[config.mk]
export PLATFORM = sky130hd
export DESIGN_NAME = checker_mctlif
export DESIGN_NICKNAME = d
export VERILOG_FILES = /design/src/rtl/checker_pkg.sv /design/src/rtl/checker_mctlif_chan.sv /design/src/rtl/checker_mctlif.sv
export SDC_FILE = /design/constraint.sdc
export NUM_CORES = 1
export LEC_CHECK = 0
export CAP_MARGIN = 20
export CORE_AREA = 4 4 241 243
export CTS_CLUSTER_SIZE = 16
export DETAILED_ROUTE_END_ITERATION = 12
export DIE_AREA = 0 0 245 247
export HOLD_SLACK_MARGIN = 0.02
export SETUP_SLACK_MARGIN = 0.5
export SLEW_MARGIN = 20
export SYNTH_ARGS = -nofsm -noshare
export SYNTH_HDL_FRONTEND = slang
export SYNTH_SLANG_ARGS = --single-unit
export TNS_END_PERCENT = 20
[constraint.sdc]
create_clock -name sys_clk -period 3.6 [get_ports sys_clk]
set_input_delay 0.36 -clock sys_clk [delete_from_list [all_inputs] [get_ports sys_clk]]
set_output_delay 0.36 -clock sys_clk [all_outputs]
set_load 0.02 [all_outputs]
[src/rtl/checker_pkg.sv]
`default_nettype none
// ============================================================================
//  Module      : checker_pkg
//  Description : Shared definitions for the checker control interface:
//                channel state encoding, checker mode constants, CSR
//                register offsets and the global page index.
//  Revision    : 1.0 - initial multi-channel release
// ============================================================================
package checker_pkg;

  typedef enum logic [1:0] {
    ST_IDLE = 2'd0,
    ST_RUN  = 2'd1,
    ST_WAIT = 2'd2,
    ST_ACK  = 2'd3
  } chan_state_t;

  localparam logic [1:0] CHECKER_MODE_SINGLE    = 2'b00;
  localparam logic [1:0] CHECKER_MODE_BURST     = 2'b01;
  localparam logic [1:0] CHECKER_MODE_ALTERNATE = 2'b10;
  localparam logic [1:0] CHECKER_MODE_STRIDE    = 2'b11;

  // Channel page register offsets
  localparam logic [5:0] REG_ADDR_LO = 6'd0;
  localparam logic [5:0] REG_ADDR_HI = 6'd1;
  localparam logic [5:0] REG_STAT    = 6'd2;
  localparam logic [5:0] REG_CTRL    = 6'd3;
  localparam logic [5:0] REG_DATA_LO = 6'd4;
  localparam logic [5:0] REG_DATA_HI = 6'd5;
  localparam logic [5:0] REG_TIMEOUT = 6'd6;

  // Global page register offsets
  localparam logic [5:0] REG_PENDING = 6'd0;
  localparam logic [5:0] REG_ID      = 6'd1;

  localparam logic [3:0]  PAGE_GLOBAL      = 4'd15;
  localparam logic [15:0] CHECKER_ID_MAGIC = 16'hC4EC;

endpackage
`default_nettype wire

[src/rtl/checker_mctlif_chan.sv]
`default_nettype none
// ============================================================================
//  Module      : checker_mctlif_chan
//  Description : One checker channel: run/wait/ack state machine, ADDR /
//                CTRL / STAT / TIMEOUT registers and optional watchdog.
//                Watchdog is built only when CHECKER_MCTLIF_TIMEOUT_EN is
//                defined.
//  Ports       : clk, rst_n (sync, active-low); we/reg_a/di = write strobe,
//                register offset and data already decoded for this channel;
//                rdata = combinational read value of reg_a; mode_* = engine
//                side; pending = any enabled event flag set.
//  Revision    : 1.0 - initial multi-channel release
// ============================================================================
module checker_mctlif_chan
  import checker_pkg::*;
(
  input  logic        clk,
  input  logic        rst_n,
  input  logic        we,
  input  logic [5:0]  reg_a,
  input  logic [31:0] di,
  output logic [31:0] rdata,
  output logic [1:0]  mode_mode,
  output logic        mode_start,
  output logic [63:0] mode_addr,
  input  logic        mode_end,
  input  logic        mode_error,
  input  logic        mode_irq,
  input  logic [63:0] mode_data,
  output logic        mode_ack,
  output logic        pending
);

  chan_state_t state, state_next;
  logic [63:0] addr;
  logic [1:0]  mode;
  logic        irq_en;
  logic        flag_end, flag_error, flag_irq, flag_timeout;
  logic        set_end, set_error, set_irq, set_timeout, stop_clr_irq;
  logic        timed_out;
  logic [31:0] timeout_rd;
  logic        idle, wr_ctrl, wr_stat;
  logic [3:0]  clr;

  assign idle    = (state == ST_IDLE);
  assign wr_ctrl = we && (reg_a == REG_CTRL);
  assign wr_stat = we && (reg_a == REG_STAT);
  // Flag clears are only honoured while the engine is not actively running.
  assign clr     = (wr_stat && (idle || state == ST_WAIT)) ? di[3:0] : 4'b0;

  always_comb begin
    state_next   = state;
    set_end      = 1'b0;
    set_error    = 1'b0;
    set_irq      = 1'b0;
    set_timeout  = 1'b0;
    stop_clr_irq = 1'b0;
    case (state)
      ST_IDLE: if (wr_ctrl && di[3]) state_next = ST_RUN;
      ST_RUN: begin
        // Exit priority: end > user stop > error > timeout > irq request
        if (mode_end) begin
          state_next = ST_IDLE;
          set_end    = 1'b1;
        end else if (wr_ctrl && !di[3]) begin
          state_next = ST_IDLE;
        end else if (mode_error) begin
          state_next = ST_IDLE;
          set_error  = 1'b1;
        end else if (timed_out) begin
          state_next  = ST_IDLE;
          set_timeout = 1'b1;
        end else if (mode_irq) begin
          state_next = ST_WAIT;
          set_irq    = 1'b1;
        end
      end
      ST_WAIT: begin
        if (wr_ctrl && !di[3]) begin
          state_next   = ST_IDLE;
          stop_clr_irq = 1'b1;
        end else if (clr[2]) begin
          state_next = ST_ACK;
        end
      end
      ST_ACK:  state_next = ST_RUN;
      default: state_next = ST_IDLE;
    endcase
  end

  always_ff @(posedge clk) begin
    if (!rst_n) begin
      state      <= ST_IDLE;
      addr       <= 64'b0;
      mode       <= CHECKER_MODE_SINGLE;
      irq_en     <= 1'b0;
      flag_end   <= 1'b0;
      flag_error <= 1'b0;
      flag_irq   <= 1'b0;
    end else begin
      state <= state_next;
      if (we && idle) begin
        case (reg_a)
          REG_ADDR_LO: addr[31:0]  <= di;
          REG_ADDR_HI: addr[63:32] <= di;
          REG_CTRL: begin
            mode   <= di[2:1];
            irq_en <= di[0];
          end
          default: ;
        endcase
      end
      // A set in the same cycle as a clear wins.
      flag_end   <= (flag_end & ~clr[0]) | set_end;
      flag_error <= (flag_error & ~clr[1]) | set_error;
      flag_irq   <= (flag_irq & ~clr[2] & ~stop_clr_irq) | set_irq;
    end
  end

`ifdef CHECKER_MCTLIF_TIMEOUT_EN
  logic [31:0] tmo_limit, tmo_count;

  always_ff @(posedge clk) begin
    if (!rst_n) begin
      tmo_limit    <= 32'hFFFF_FFFF;
      tmo_count    <= 32'b0;
      flag_timeout <= 1'b0;
    end else begin
      if (we && reg_a == REG_TIMEOUT) tmo_limit <= di;
      // Restart only on a fresh start; a WAIT/ACK excursion keeps the count.
      if (idle && state_next == ST_RUN)
        tmo_count <= 32'b0;
      else if (state == ST_RUN && tmo_count != 32'hFFFF_FFFF)
        tmo_count <= tmo_count + 32'd1;
      flag_timeout <= (flag_timeout & ~clr[3]) | set_timeout;
    end
  end

  assign timed_out  = (tmo_count == tmo_limit);
  assign timeout_rd = tmo_limit;
`else
  assign timed_out    = 1'b0;
  assign timeout_rd   = 32'b0;
  assign flag_timeout = 1'b0;
`endif

  always_comb begin
    rdata = 32'b0;
    case (reg_a)
      REG_ADDR_LO: rdata = addr[31:0];
      REG_ADDR_HI: rdata = addr[63:32];
      REG_STAT:    rdata = {28'b0, flag_timeout, flag_irq, flag_error, flag_end};
      REG_CTRL:    rdata = {27'b0, !idle, mode, irq_en};
      REG_DATA_LO: rdata = mode_data[31:0];
      REG_DATA_HI: rdata = mode_data[63:32];
      REG_TIMEOUT: rdata = timeout_rd;
      default:     rdata = 32'b0;
    endcase
  end

  assign mode_mode  = mode;
  assign mode_start = !idle;
  assign mode_addr  = addr;
  assign mode_ack   = (state == ST_ACK);
  assign pending    = irq_en && (flag_end || flag_error || flag_irq || flag_timeout);

endmodule
`default_nettype wire

[src/rtl/checker_mctlif.sv]
`default_nettype none
// ============================================================================
//  Module      : checker_mctlif
//  Description : Multi-channel checker control interface. NCHAN channels
//                behind one CSR window plus a global page (PENDING, ID) and
//                an aggregated interrupt. Optional per-channel watchdog is
//                enabled by defining CHECKER_MCTLIF_TIMEOUT_EN.
//  Ports       : sys_clk, sys_rst_n (sync, active-low); csr_a/csr_we/csr_di/
//                csr_do = CSR bus (1-cycle registered read); mode_* = packed
//                per-channel engine interface; irq = OR of pending channels.
//  Revision    : 1.0 - initial multi-channel release
// ============================================================================
module checker_mctlif
  import checker_pkg::*;
#(
  parameter logic [3:0] csr_addr = 4'h0,
  parameter int         NCHAN    = 4
) (
  input  logic                  sys_clk,
  input  logic                  sys_rst_n,
  input  logic [13:0]           csr_a,
  input  logic                  csr_we,
  input  logic [31:0]           csr_di,
  output logic [31:0]           csr_do,
  output logic [2*NCHAN-1:0]    mode_mode,
  output logic [NCHAN-1:0]      mode_start,
  output logic [64*NCHAN-1:0]   mode_addr,
  input  logic [NCHAN-1:0]      mode_end,
  input  logic [NCHAN-1:0]      mode_error,
  input  logic [NCHAN-1:0]      mode_irq,
  input  logic [64*NCHAN-1:0]   mode_data,
  output logic [NCHAN-1:0]      mode_ack,
  output logic                  irq
);

  logic             sel;
  logic [3:0]       page;
  logic [5:0]       reg_a;
  logic [NCHAN-1:0] pending;
  logic [31:0]      chan_rdata [NCHAN];
  logic [31:0]      rd_next;

  assign sel   = (csr_a[13:10] == csr_addr);
  assign page  = csr_a[9:6];
  assign reg_a = csr_a[5:0];

  for (genvar i = 0; i < NCHAN; i++) begin : g_chan
    checker_mctlif_chan u_chan (
      .clk        (sys_clk),
      .rst_n      (sys_rst_n),
      .we         (csr_we && sel && (page == 4'(i))),
      .reg_a      (reg_a),
      .di         (csr_di),
      .rdata      (chan_rdata[i]),
      .mode_mode  (mode_mode[2*i +: 2]),
      .mode_start (mode_start[i]),
      .mode_addr  (mode_addr[64*i +: 64]),
      .mode_end   (mode_end[i]),
      .mode_error (mode_error[i]),
      .mode_irq   (mode_irq[i]),
      .mode_data  (mode_data[64*i +: 64]),
      .mode_ack   (mode_ack[i]),
      .pending    (pending[i])
    );
  end

  // Pages that map to no channel and are not global fall through to 0.
  always_comb begin
    rd_next = 32'b0;
    if (sel) begin
      if (page == PAGE_GLOBAL) begin
        case (reg_a)
          REG_PENDING: rd_next = 32'(pending);
          REG_ID:      rd_next = {CHECKER_ID_MAGIC, 12'b0, 4'(NCHAN)};
          default:     rd_next = 32'b0;
        endcase
      end else begin
        for (int i = 0; i < NCHAN; i++)
          if (page == 4'(i)) rd_next = chan_rdata[i];
      end
    end
  end

  always_ff @(posedge sys_clk) begin
    if (!sys_rst_n) csr_do <= 32'b0;
    else            csr_do <= rd_next;
  end

  assign irq = |pending;

endmodule
`default_nettype wire

==> reports/results.ini, run 1 <==
[floorplanning]
floorplan.io_pins = 622
floorplan.die.width_um = 245
floorplan.die_area_um2 = 60520
core_um2 = 55950
initial_core_util_pct = 30.28
core.rowCount = 87
fp.dieH_um = 247

[detailed_routing]
drt_pass1_iterations = 7
drt.antenna.violating_nets = 0
detail_routed_via_count_per_cell = 5.449
met2_length_mm = 42.83
detailroute.wirelength.met3_mm = 8.466
maxUsedRoutingLayer = met5
drt_iter0_drc = 1802
wire_per_inst_um = 27.86
wl_met1_mm = 38.65
drt_drc_violations_left = 0
via_count = 18043
routed_wirelength_mm = 92.26

[status]
status = finished clean

[worst_setup_path]
worst_r2r_startpoint = g_chan[0].u_chan.state[1]
cp_slowest_stage_delay_ns = 0.64
criticalPathCategory = input port to register
crit_chain = clkdlybuf4s50_1 -> nor2_1 -> nand3b_1 -> buf_4 -> a221oi_1 -> o21ai_0 -> o2111ai_1 -> nand2_1
cp-start-kind = input port
critical_path.n_buffers_inverters = 2
critPathCaptureType = register
critical-path-top-delay-family = simple AND/OR/NAND/NOR gates
crit_path_top_delay_cell = clkdlybuf4s50_1
worstPathArrival_ns = 3.23
reg2reg_depth = 8
r2r-end = csr_do[3]
critPathRequiredTime_ns = 4.01
timing.critical_path.fanout_max = 10
r2r_slack_ns = 1.31

[sta]
fmax_mhz = 354.5
rsz_0062_raised_after_global_routing = no
setup_viol = 0
number_of_pins_with_negative_max_slew_slack_in_the_final_report = 0
post-route-min-period_ns = 2.821
accumulated_negative_setup_slack_ns = 0
fin_worst_skew_ns = 0.01798
worst_slew_pin_slew_ns = 1.058
max-slew-margin-rel_pct = 29.26
endpoints_failing_hold = 0
final_min_period_over_clock_period_pct = 78.37

[finish]
layout-drive-gt1-share_pct = 8.934
mostFrequentLayoutCell = clkdlybuf4s50_1
nets_final = 2854
final_cell_count_no_fill = 3311
cell_area_after_layout_um2 = 25140
layout_common_cells = clkdlybuf4s50_1 (617), nand2_1 (591), dfxtp_1 (320)
synthToLayoutAreaGrowth_pct = 48.39

[global_routing]
grt_overflow = 0
grt.total_usage_pct = 28.96
grt_pass1_vias = 17940
grt_start_max_net_pins = 111
grt_first_pass_wirelength_mm = 128.7
antenna_found_initial = 6

[yosys]
synth_warnings = 0
synth_seq_area_share_pct = 37.81
synthDominantAreaCellType = dfxtp_1
post_synth.cell_area_avg_um2 = 8.488
synth_async_sr_flop_share_pct = 0
synth_enable_flop_cells = 0
synth_cell_type_count = 75
postSynthNetCount = 2329
ys.flop_type = dfxtp_1
synth_seq_cells = 320
top_cell_type_s_share_of_synthesized_area_pct = 37.81
netlist_instances = 1996
synth_top_cells_by_area = dfxtp_1 (38%), nand2_1 (13%), a21boi_0 (8.2%)
mappedNetlistArea_um2 = 16940

[hold_path]
hold-path-cell-count = 2
hold_end = g_chan[2].u_chan.state[0]
min_from = sys_rst_n
worst_min_path_class = input port to register

[placed_design]
buffer_ports.inserted = 621
gpl.final_weighted_congestion = 0.9553
place_hpwl_mm = 70.42
placedInstanceArea_um2 = 23830
placedCellCount = 3235

[power_and_ir_drop]
peakVddDrop_mv = 0.2836
p_per_area_nw_per_um2 = 345.2
power.leakage_nw = 8.335

[clocking]
clk_path_buf_depth = 3
cts_hold_repair.buffers = 0
tritoncts.num_buffers = 40
post_cts_buffers = 0
cts_tree = done
cts_resized = 0
clock-sinks = 320
clk_latency_ns = 0.56
clkSlewWorstSetupHoldPaths_ns = 0.06
clock_tree.htree_level_count = 2
root_buffer = clkbuf_16

[flow_run]
max-cap-violations = 0

## worst max-delay path by stage
stage	start	to	slack, ns	cells after the start
finish	csr_a[9]	csr_do[31]	0.78	8
global route	csr_a[8]	csr_do[31]	0.70	8
CTS	csr_a[9]	csr_do[31]	0.90	8
detailed placement	csr_a[9]	csr_do[31]	0.30	8
global placement	csr_a[9]	csr_do[31]	0.29	8
floorplan	csr_a[1]	csr_do[1]	1.46	6
## stage by stage
step | util (%) | worst slack [ns] | hold WS [ns] | power (mW)
2_1_floorplan | - | 1.463 | 0.4637 | 4.099
3_3_place_gp | 42.59 | 0.2948 | 0.4495 | 4.687
3_5_place_dp | 42.59 | 0.2997 | 0.4614 | 4.693
4_1_cts | 44.92 | 0.8971 | 0.05596 | 8.739
5_1_grt | 44.92 | 0.7007 | 0.06739 | 8.945
6_report | 44.93 | 0.7788 | 0.09205 | 8.679
## power breakdown
part           switching, mW  total, mW  internal (mW)  leakage, nW
clock                   1.67       4.05           2.38        0.639
combinational          0.524       1.07          0.542         5.12
sequential            0.0114       3.57           3.55         2.58
total                   2.20       8.68           6.47         8.34
## synth_stat cells (3+ instances only)
cell type / instances
ha_1: 16
o21ai_0: 66
a21oi_1: 60
and3_1: 3
nor2b_1: 11
a22o_1: 14
and2_1: 7
a22oi_1: 29
buf_4: 44
a221oi_1: 37
nor3_1: 28
dfxtp_1: 320
o2111ai_1: 6
o221ai_1: 6
a21boi_0: 186
buf_2: 63
or3_1: 4
nor3b_1: 5
mux2_2: 9
o31ai_1: 11
nand2b_1: 3
nand2_1: 591
o22a_1: 6
a21boi_1: 88
o22ai_1: 15
buf_1: 3
a31oi_1: 16
nand3_1: 14
mux2i_1: 73
mux4_2: 55
nand4_1: 7
o211ai_1: 5
a222oi_1: 6
clkbuf_1: 91
nor2_1: 28
inv_1: 16
## routing by layer
metal  up-vias  track usage, %
li1       8101               -
met4         6           7.921
met3       127           6.962
met5         -               0
met1      8828           38.49
met2       981           47.25
## registers in the layout, summed over array words and instances, names as in the netlist
register / cells
g_chan.u_chan.mode_addr: 256
csr_do: 32
g_chan.u_chan.mode_mode: 8
g_chan.u_chan.state: 8
g_chan.u_chan.flag_end: 4
g_chan.u_chan.flag_error: 4
g_chan.u_chan.flag_irq: 4
g_chan.u_chan.irq_en: 4
## cell families (layout without fill, tap and decap cells)
group,Yosys count,after routing,share of synthesized area (%)
AND/OR/NAND/NOR,734,734,18.49
adder cells (fa/ha/maj),16,16,1.182
buffers and inverters,217,773,6.248
other,0,3,0
flip-flops,320,320,37.81
AO/OA/AOI/OAI,572,572,24.05
multiplexers,137,137,12.22
## cell type report
class,instances,area [um^2]
timing repair buffer,684,6838
clock inverter,15,153.9
sequential,320,6406
multi-input combinational,1459,9579
antenna,3,7.507
tap,756,945.9
inverter,16,60.06
clock buffer,58,1150
fill,5440,30810
Power figures use the tool's default switching activity.
==> run 2, diff against run 1 <==
Clock period 3.6 ns to 2.3 ns, I/O delays scaled along.
==> reports/results.ini, run 2 (synthesized netlist as in run 1, its figures left out) <==
[status]
status = finished clean

[sta]
fin_worst_skew_ns = 0.02220  ; +0.004226 ns
worst_slew_pin_slew_ns = 0.7479  ; -0.3099 ns
accumulated_negative_setup_slack_ns = 0  ; unchanged
rsz_0062_raised_after_global_routing = yes
fmax_mhz = 530.0
hold-worst-slack_ns = 0.1556  ; +0.06355 ns
max-slew-margin-rel_pct = 49.99  ; +21 points
setup_viol = 0  ; unchanged
final_min_period_over_clock_period_pct = 82.04
endpoints_failing_hold = 0  ; unchanged
post-route-min-period_ns = 1.887
number_of_pins_with_negative_max_slew_slack_in_the_final_report = 0  ; unchanged

[power_and_ir_drop]
swShare_pct = 24.71  ; -0.69 points
power.leakage_nw = 10.04  ; +20%
power.clock.fraction_pct = 48.5  ; +1.9 points
internal_power_mw = 10.98  ; +70%
overall_power_mw = 14.59  ; +68%
combinational_share_of_power_pct = 13.2  ; +0.9 points
p_per_area_nw_per_um2 = 520.8  ; +51%
power.net_switching_mw = 3.604  ; +64%
peakVddDrop_mv = 0.4575  ; +61%
pwr-share-seq_pct = 38.3  ; -2.8 points

[worst_setup_path]
critical_path.n_buffers_inverters = 1  ; -1
cp-start-kind = register
cp_slowest_stage_delay_ns = 0.34  ; -0.30 ns
reg2reg_depth = 8  ; unchanged
critical-path-top-delay-family = flip-flops
crit_path_top_delay_cell = dfxtp_2
worstPathArrival_ns = 1.66  ; -1.57 ns
critPathCaptureType = output pin
wp_depth = 3  ; -5
crit_chain = o31ai_4 -> nand4_1 -> buf_6
critPathRequiredTime_ns = 2.07  ; -1.94 ns
timing.critical_path.fanout_max = 3  ; -7
criticalPathCategory = register to output pin

[finish]
final_util_pct = 50.06  ; +5.1 points
largest_register_ff_count = 256  ; unchanged
layout-drive-gt1-share_pct = 18.83  ; +9.9 points
nets_final = 3046  ; +6.7%
layout_common_cells = nand2_1 (589), clkdlybuf4s50_1 (569), dfxtp_1 (310)
filler_cell_count = 5223  ; -4.0%
synthToLayoutAreaGrowth_pct = 65.33
final_cell_count_no_fill = 3504  ; +5.8%
mostFrequentLayoutCell = nand2_1

[detailed_routing]
via_count = 18973  ; +5.2%
wire_per_inst_um = 27.57  ; -1.0%
detail_routed_via_count_per_cell = 5.415  ; -0.64%
drt.antenna.violating_nets = 0  ; unchanged
detailroute.wirelength.met3_mm = 9.394  ; +11%
wl_met1_mm = 38.59  ; -0.14%
routed_wirelength_mm = 96.62  ; +4.7%
met2_length_mm = 45.13  ; +5.4%
drt_pass1_iterations = 6  ; -1
maxUsedRoutingLayer = met5
drt_drc_violations_left = 0  ; unchanged
drt_iter0_drc = 1770  ; -1.8%

[floorplanning]
initial_core_util_pct = 30.28  ; unchanged
floorplan.die_area_um2 = 60520  ; unchanged
floorplan.die.width_um = 245  ; unchanged
floorplan.io_pins = 622  ; unchanged
fp.dieH_um = 247  ; unchanged
core.rowCount = 87  ; unchanged
core_um2 = 55950  ; unchanged

[clocking]
clock-sinks = 320  ; unchanged
clk_latency_ns = 0.57  ; about the same
tritoncts.num_buffers = 41  ; +2.5%
clkSlewWorstSetupHoldPaths_ns = 0.06  ; about the same
clock_tree.htree_level_count = 2  ; unchanged
cts_tree = done
root_buffer = clkbuf_16
clk_path_buf_depth = 3  ; unchanged

[global_routing]
grt_first_pass_wirelength_mm = 133.2  ; +3.5%
grt.total_usage_pct = 29.96  ; +1.0 points
grt_start_max_net_pins = 98  ; -12%
antenna_found_initial = 18  ; +12
grt_overflow = 0  ; unchanged
grt_pass1_vias = 18800  ; +4.8%

[placed_design]
place_hpwl_mm = 72.44  ; +2.9%
placedCellCount = 3389  ; +4.8%
gpl.final_weighted_congestion = 0.9577  ; +0.25%
buffer_ports.inserted = 621  ; unchanged

[hold_path]
worst_min_path_class = input port to register
hold-path-cell-count = 3  ; +1

[flow_run]
max-cap-violations = 0  ; unchanged

[run 2: cell count changes in the layout (fill, tap and decap cells not counted), sizes merged]
cell           change
bufbuf             +3
bufinv             +5
inv                -3
clkbuf             +5
clkdlybuf4s15      +2
dlygate4sd2       +29
dlymetal6s2s      +11
clkinvlp           +2
buf              +186
clkdlybuf4s50     -48
dlygate4sd3        +1
[run 2: cell type report]
cell class / instances / area, um^2 / share of cell area, %
Antenna cell: 3 / 7.507 / 0.02680
Timing Repair Buffer: 875 / 9016 / 32.19
Sequential cell: 320 / 6424 / 22.93
Tap cell: 756 / 945.9 / 3.377
Multi-Input combinational cell: 1459 / 10080 / 35.98
Clock buffer: 56 / 1184 / 4.226
Clock inverter: 19 / 292.8 / 1.045
Inverter: 16 / 62.56 / 0.2233
[run 2: stage by stage]
stage | instance area [um^2] | setup slack, ns
floorplan | 17010 | 0.4131
global placement | 25490 | -0.4566
CTS | 27540 | 0.3007
finish | 28010 | 0.4131
global route | 28010 | 0.3860
detailed placement | 25490 | -0.4982
[run 2: worst min-delay path, cell delays in order]
cell	delay [ns]
buf_2	0.20
a21oi_1	0.15
a2111oi_1	0.09
[run 2: metal layers]
metal,vias up,track usage (%)
li1,8488,-
met1,9243,38.03
met2,1028,49.89
met3,198,7.862
met4,16,9.515
met5,-,0
[run 2: timing repair]
| action | 4_1_cts | 5_1_grt |
|---|---|---|
| endpoints found under the setup margin | 525 | 533 |
| resized for setup | 146 | 88 |
| pin swaps | 12 | 26 |
| hold buffers | 1 | 0 |
| setup buffers | 14 | 13 |
| endpoints found under the hold margin | 15 | 0 |
| cloned | 3 | 6 |
[run 2: power by group through the flow]
stage | Clock, mW | Sequential (mW) | Combinational (mW)
final | 7.08 | 5.59 | 1.92
after global routing | 7.38 | 5.59 | 2.00
after floorplan | 0 | 5.70 | 0.727
after detailed placement | 0 | 5.70 | 1.79
after global placement | 0 | 5.70 | 1.78
after CTS | 7.18 | 5.59 | 1.86
[run 2: worst paths after layout]
path	start	to	slack (ns)
hold reg to reg	g_chan[0].u_chan.mode_addr[48]	g_chan[0].u_chan.mode_addr[48]	0.46
setup / recovery	g_chan[3].u_chan.flag_irq	irq	0.41
hold / removal	csr_a[6]	csr_do[17]	0.16
setup reg to reg	g_chan[3].u_chan.state[1]	g_chan[3].u_chan.state[1]	0.45
==> run 3, diff against run 2 <==
Settings changed: CORE_AREA 4 4 241 243 to 4 4 237 239, DIE_AREA 0 0 245 247 to 0 0 241 243.
Clock period 2.3 ns to 1.8 ns, I/O delays scaled along.
==> reports/results.ini, run 3 (synthesized netlist as in run 1, its figures left out) <==
[worst_setup_path]
critPathCaptureType = output pin
worstPathArrival_ns = 1.70  ; +0.04 ns
setup.worst_path.start = g_chan[2].u_chan.flag_irq
timing.critical_path.fanout_max = 2  ; -1
reg2reg_depth = 6  ; -2
criticalPathCategory = register to output pin
critPathRequiredTime_ns = 1.62  ; -0.45 ns
cp-start-kind = register
r2r-end = csr_do[2]
r2r_slack_ns = -0.06  ; -0.51 ns
crit_path_end = irq
worst_r2r_startpoint = g_chan[1].u_chan.flag_irq

[detailed_routing]
drt_drc_violations_left = 0  ; unchanged
drt.antenna.violating_nets = 0  ; unchanged
wire_per_inst_um = 29.61  ; +7.4%
routed_wirelength_mm = 106.7  ; +10%
drt_pass1_iterations = 6  ; unchanged
drt_iter0_drc = 2326  ; +31%
via_count = 20383  ; +7.4%
detail_routed_via_count_per_cell = 5.657  ; +4.5%

[global_routing]
antenna_found_initial = 12  ; -6
grt.total_usage_pct = 34.33  ; +4.4 points
grt_first_pass_wirelength_mm = 147.4  ; +11%
grt_overflow = 0  ; unchanged
grt_pass1_vias = 20298  ; +8.0%
grt_start_max_net_pins = 142  ; +45%

[placed_design]
placedInstanceArea_um2 = 25870  ; +1.5%
gpl.final_weighted_congestion = 0.9505  ; -0.75%
buffer_ports.inserted = 621  ; unchanged
place_hpwl_mm = 74.16  ; +2.4%

[power_and_ir_drop]
power.leakage_nw = 11.69  ; +16%
overall_power_mw = 18.46  ; +27%
peakVddDrop_mv = 0.6747  ; +47%
p_per_area_nw_per_um2 = 604.9  ; +16%

[floorplanning]
floorplan.io_pins = 622  ; unchanged
core_um2 = 53810  ; -3.8%
initial_core_util_pct = 31.48  ; +1.2 points
floorplan.die_area_um2 = 58560  ; -3.2%
core.rowCount = 85  ; -2.3%
floorplan.die.width_um = 241  ; -1.6%
fp.dieH_um = 243  ; -1.6%

[finish]
final_util_pct = 56.71  ; +6.6 points
synthToLayoutAreaGrowth_pct = 80.12
filler_cell_count = 4727  ; -9.5%
largest_register_ff_count = 256  ; unchanged
nets_final = 3202  ; +5.1%
layout_common_cells = nand2_1 (516), clkdlybuf4s50_1 (405), buf_4 (389)
cell_area_after_layout_um2 = 30520  ; +8.9%
layout-drive-gt1-share_pct = 38.12  ; +19 points
mostFrequentLayoutCell = nand2_1

[status]
status = finished with violations
violations = negative setup slack

[sta]
fin_worst_skew_ns = 0.01950  ; -0.002705 ns
hold-worst-slack_ns = 0.09116  ; -0.06444 ns
endpoints_failing_hold = 0  ; unchanged
fmax_mhz = 531.4
final_min_period_over_clock_period_pct = 104.5
post-route-min-period_ns = 1.882
rsz_0062_raised_after_global_routing = yes
accumulated_negative_setup_slack_ns = -0.1458  ; -0.1458 ns
worst_slack_ns = -0.08180  ; -0.4949 ns
worst_slew_pin_slew_ns = 0.9359  ; +0.1880 ns
number_of_pins_with_negative_max_slew_slack_in_the_final_report = 0  ; unchanged
setup_viol = 2  ; +2
max-slew-margin-rel_pct = 37.61  ; -12 points

[clocking]
tritoncts.num_buffers = 40  ; -2.4%
cts_tree = done
clk_latency_ns = 0.57  ; about the same
root_buffer = clkbuf_16
clkSlewWorstSetupHoldPaths_ns = 0.06  ; about the same
clock_tree.htree_level_count = 2  ; unchanged
clk_path_buf_depth = 3  ; unchanged
clock-sinks = 320  ; unchanged

[hold_path]
worst_min_path_class = input port to register

[flow_run]
max-cap-violations = 0  ; unchanged

run 3: changes by cell type in the layout (fill, tap and decap cells not counted), sizes merged, moves of 5 or more:
cell           delta
bufbuf            +7
diode             +5
clkdlybuf4s50   -164
dlymetal6s2s     -11
buf             +328
run 3: metal layers:
layer | GRT usage (%) | vias up | share of wire (%) | wire [um]
li1 | - | 8850 | - | -
met1 | 44.19 | 10040 | 40 | 42280
met2 | 56.70 | 1236 | 47 | 49850
met3 | 8.298 | 247 | 9.7 | 10390
met4 | 11.04 | 10 | 3.8 | 4106
met5 | 0 | - | 0.051 | 54
run 3: area by class of cell:
| type | instances | area (um^2) | area share (%) |
|---|---|---|---|
| Timing Repair Buffer | 1032 | 10850 | 35.54 |
| Multi-Input combinational cell | 1459 | 10670 | 34.96 |
| Sequential cell | 320 | 6648 | 21.78 |
| Clock buffer | 58 | 1191 | 3.903 |
| Tap cell | 696 | 870.8 | 2.854 |
| Clock inverter | 14 | 192.7 | 0.6314 |
| Inverter | 16 | 80.08 | 0.2624 |
| Antenna cell | 8 | 20.02 | 0.06560 |
run 3: critical path: stages, from the launching register on:
cell and delay, ns:
dfxtp_2 0.33, o31ai_2 0.27, buf_4 0.16, nand4_1 0.19, buf_6 0.20
run 3: power breakdown:
group	internal [mW]	switching (mW)	leakage, nW
logic	1.50	1.23	8.35
registers	7.08	0.0280	2.66
clock network	5.18	3.44	0.673
run 3: repair_timing:
action,4_1_cts,5_1_grt
pin swaps,132,51
setup endpoints to repair,625,614
setup buffers,72,15
cloned,34,5
resized for setup,573,916
hold buffers,1,0
hold endpoints to repair,6,0
run 3: how the worst min path moves through the flow:
stage / from / to / cells after the start
floorplan: mode_end[0] / g_chan[0].u_chan.flag_end / 2
global placement: g_chan[0].u_chan.mode_addr[28] / g_chan[0].u_chan.mode_addr[28] / 2
detailed placement: g_chan[0].u_chan.mode_addr[28] / g_chan[0].u_chan.mode_addr[28] / 2
CTS: sys_rst_n / csr_do[0] / 4
global route: sys_rst_n / csr_do[0] / 4
finish: sys_rst_n / csr_do[0] / 4
run 3: per-stage QoR:
stage	instances	setup slack [ns]
final	3603	-0.08180
after global routing	3597	-0.09029
after CTS	3575	-0.06114
after detailed placement	3396	-0.9715
after global placement	3396	-0.9669
after floorplan	1996	0.05324
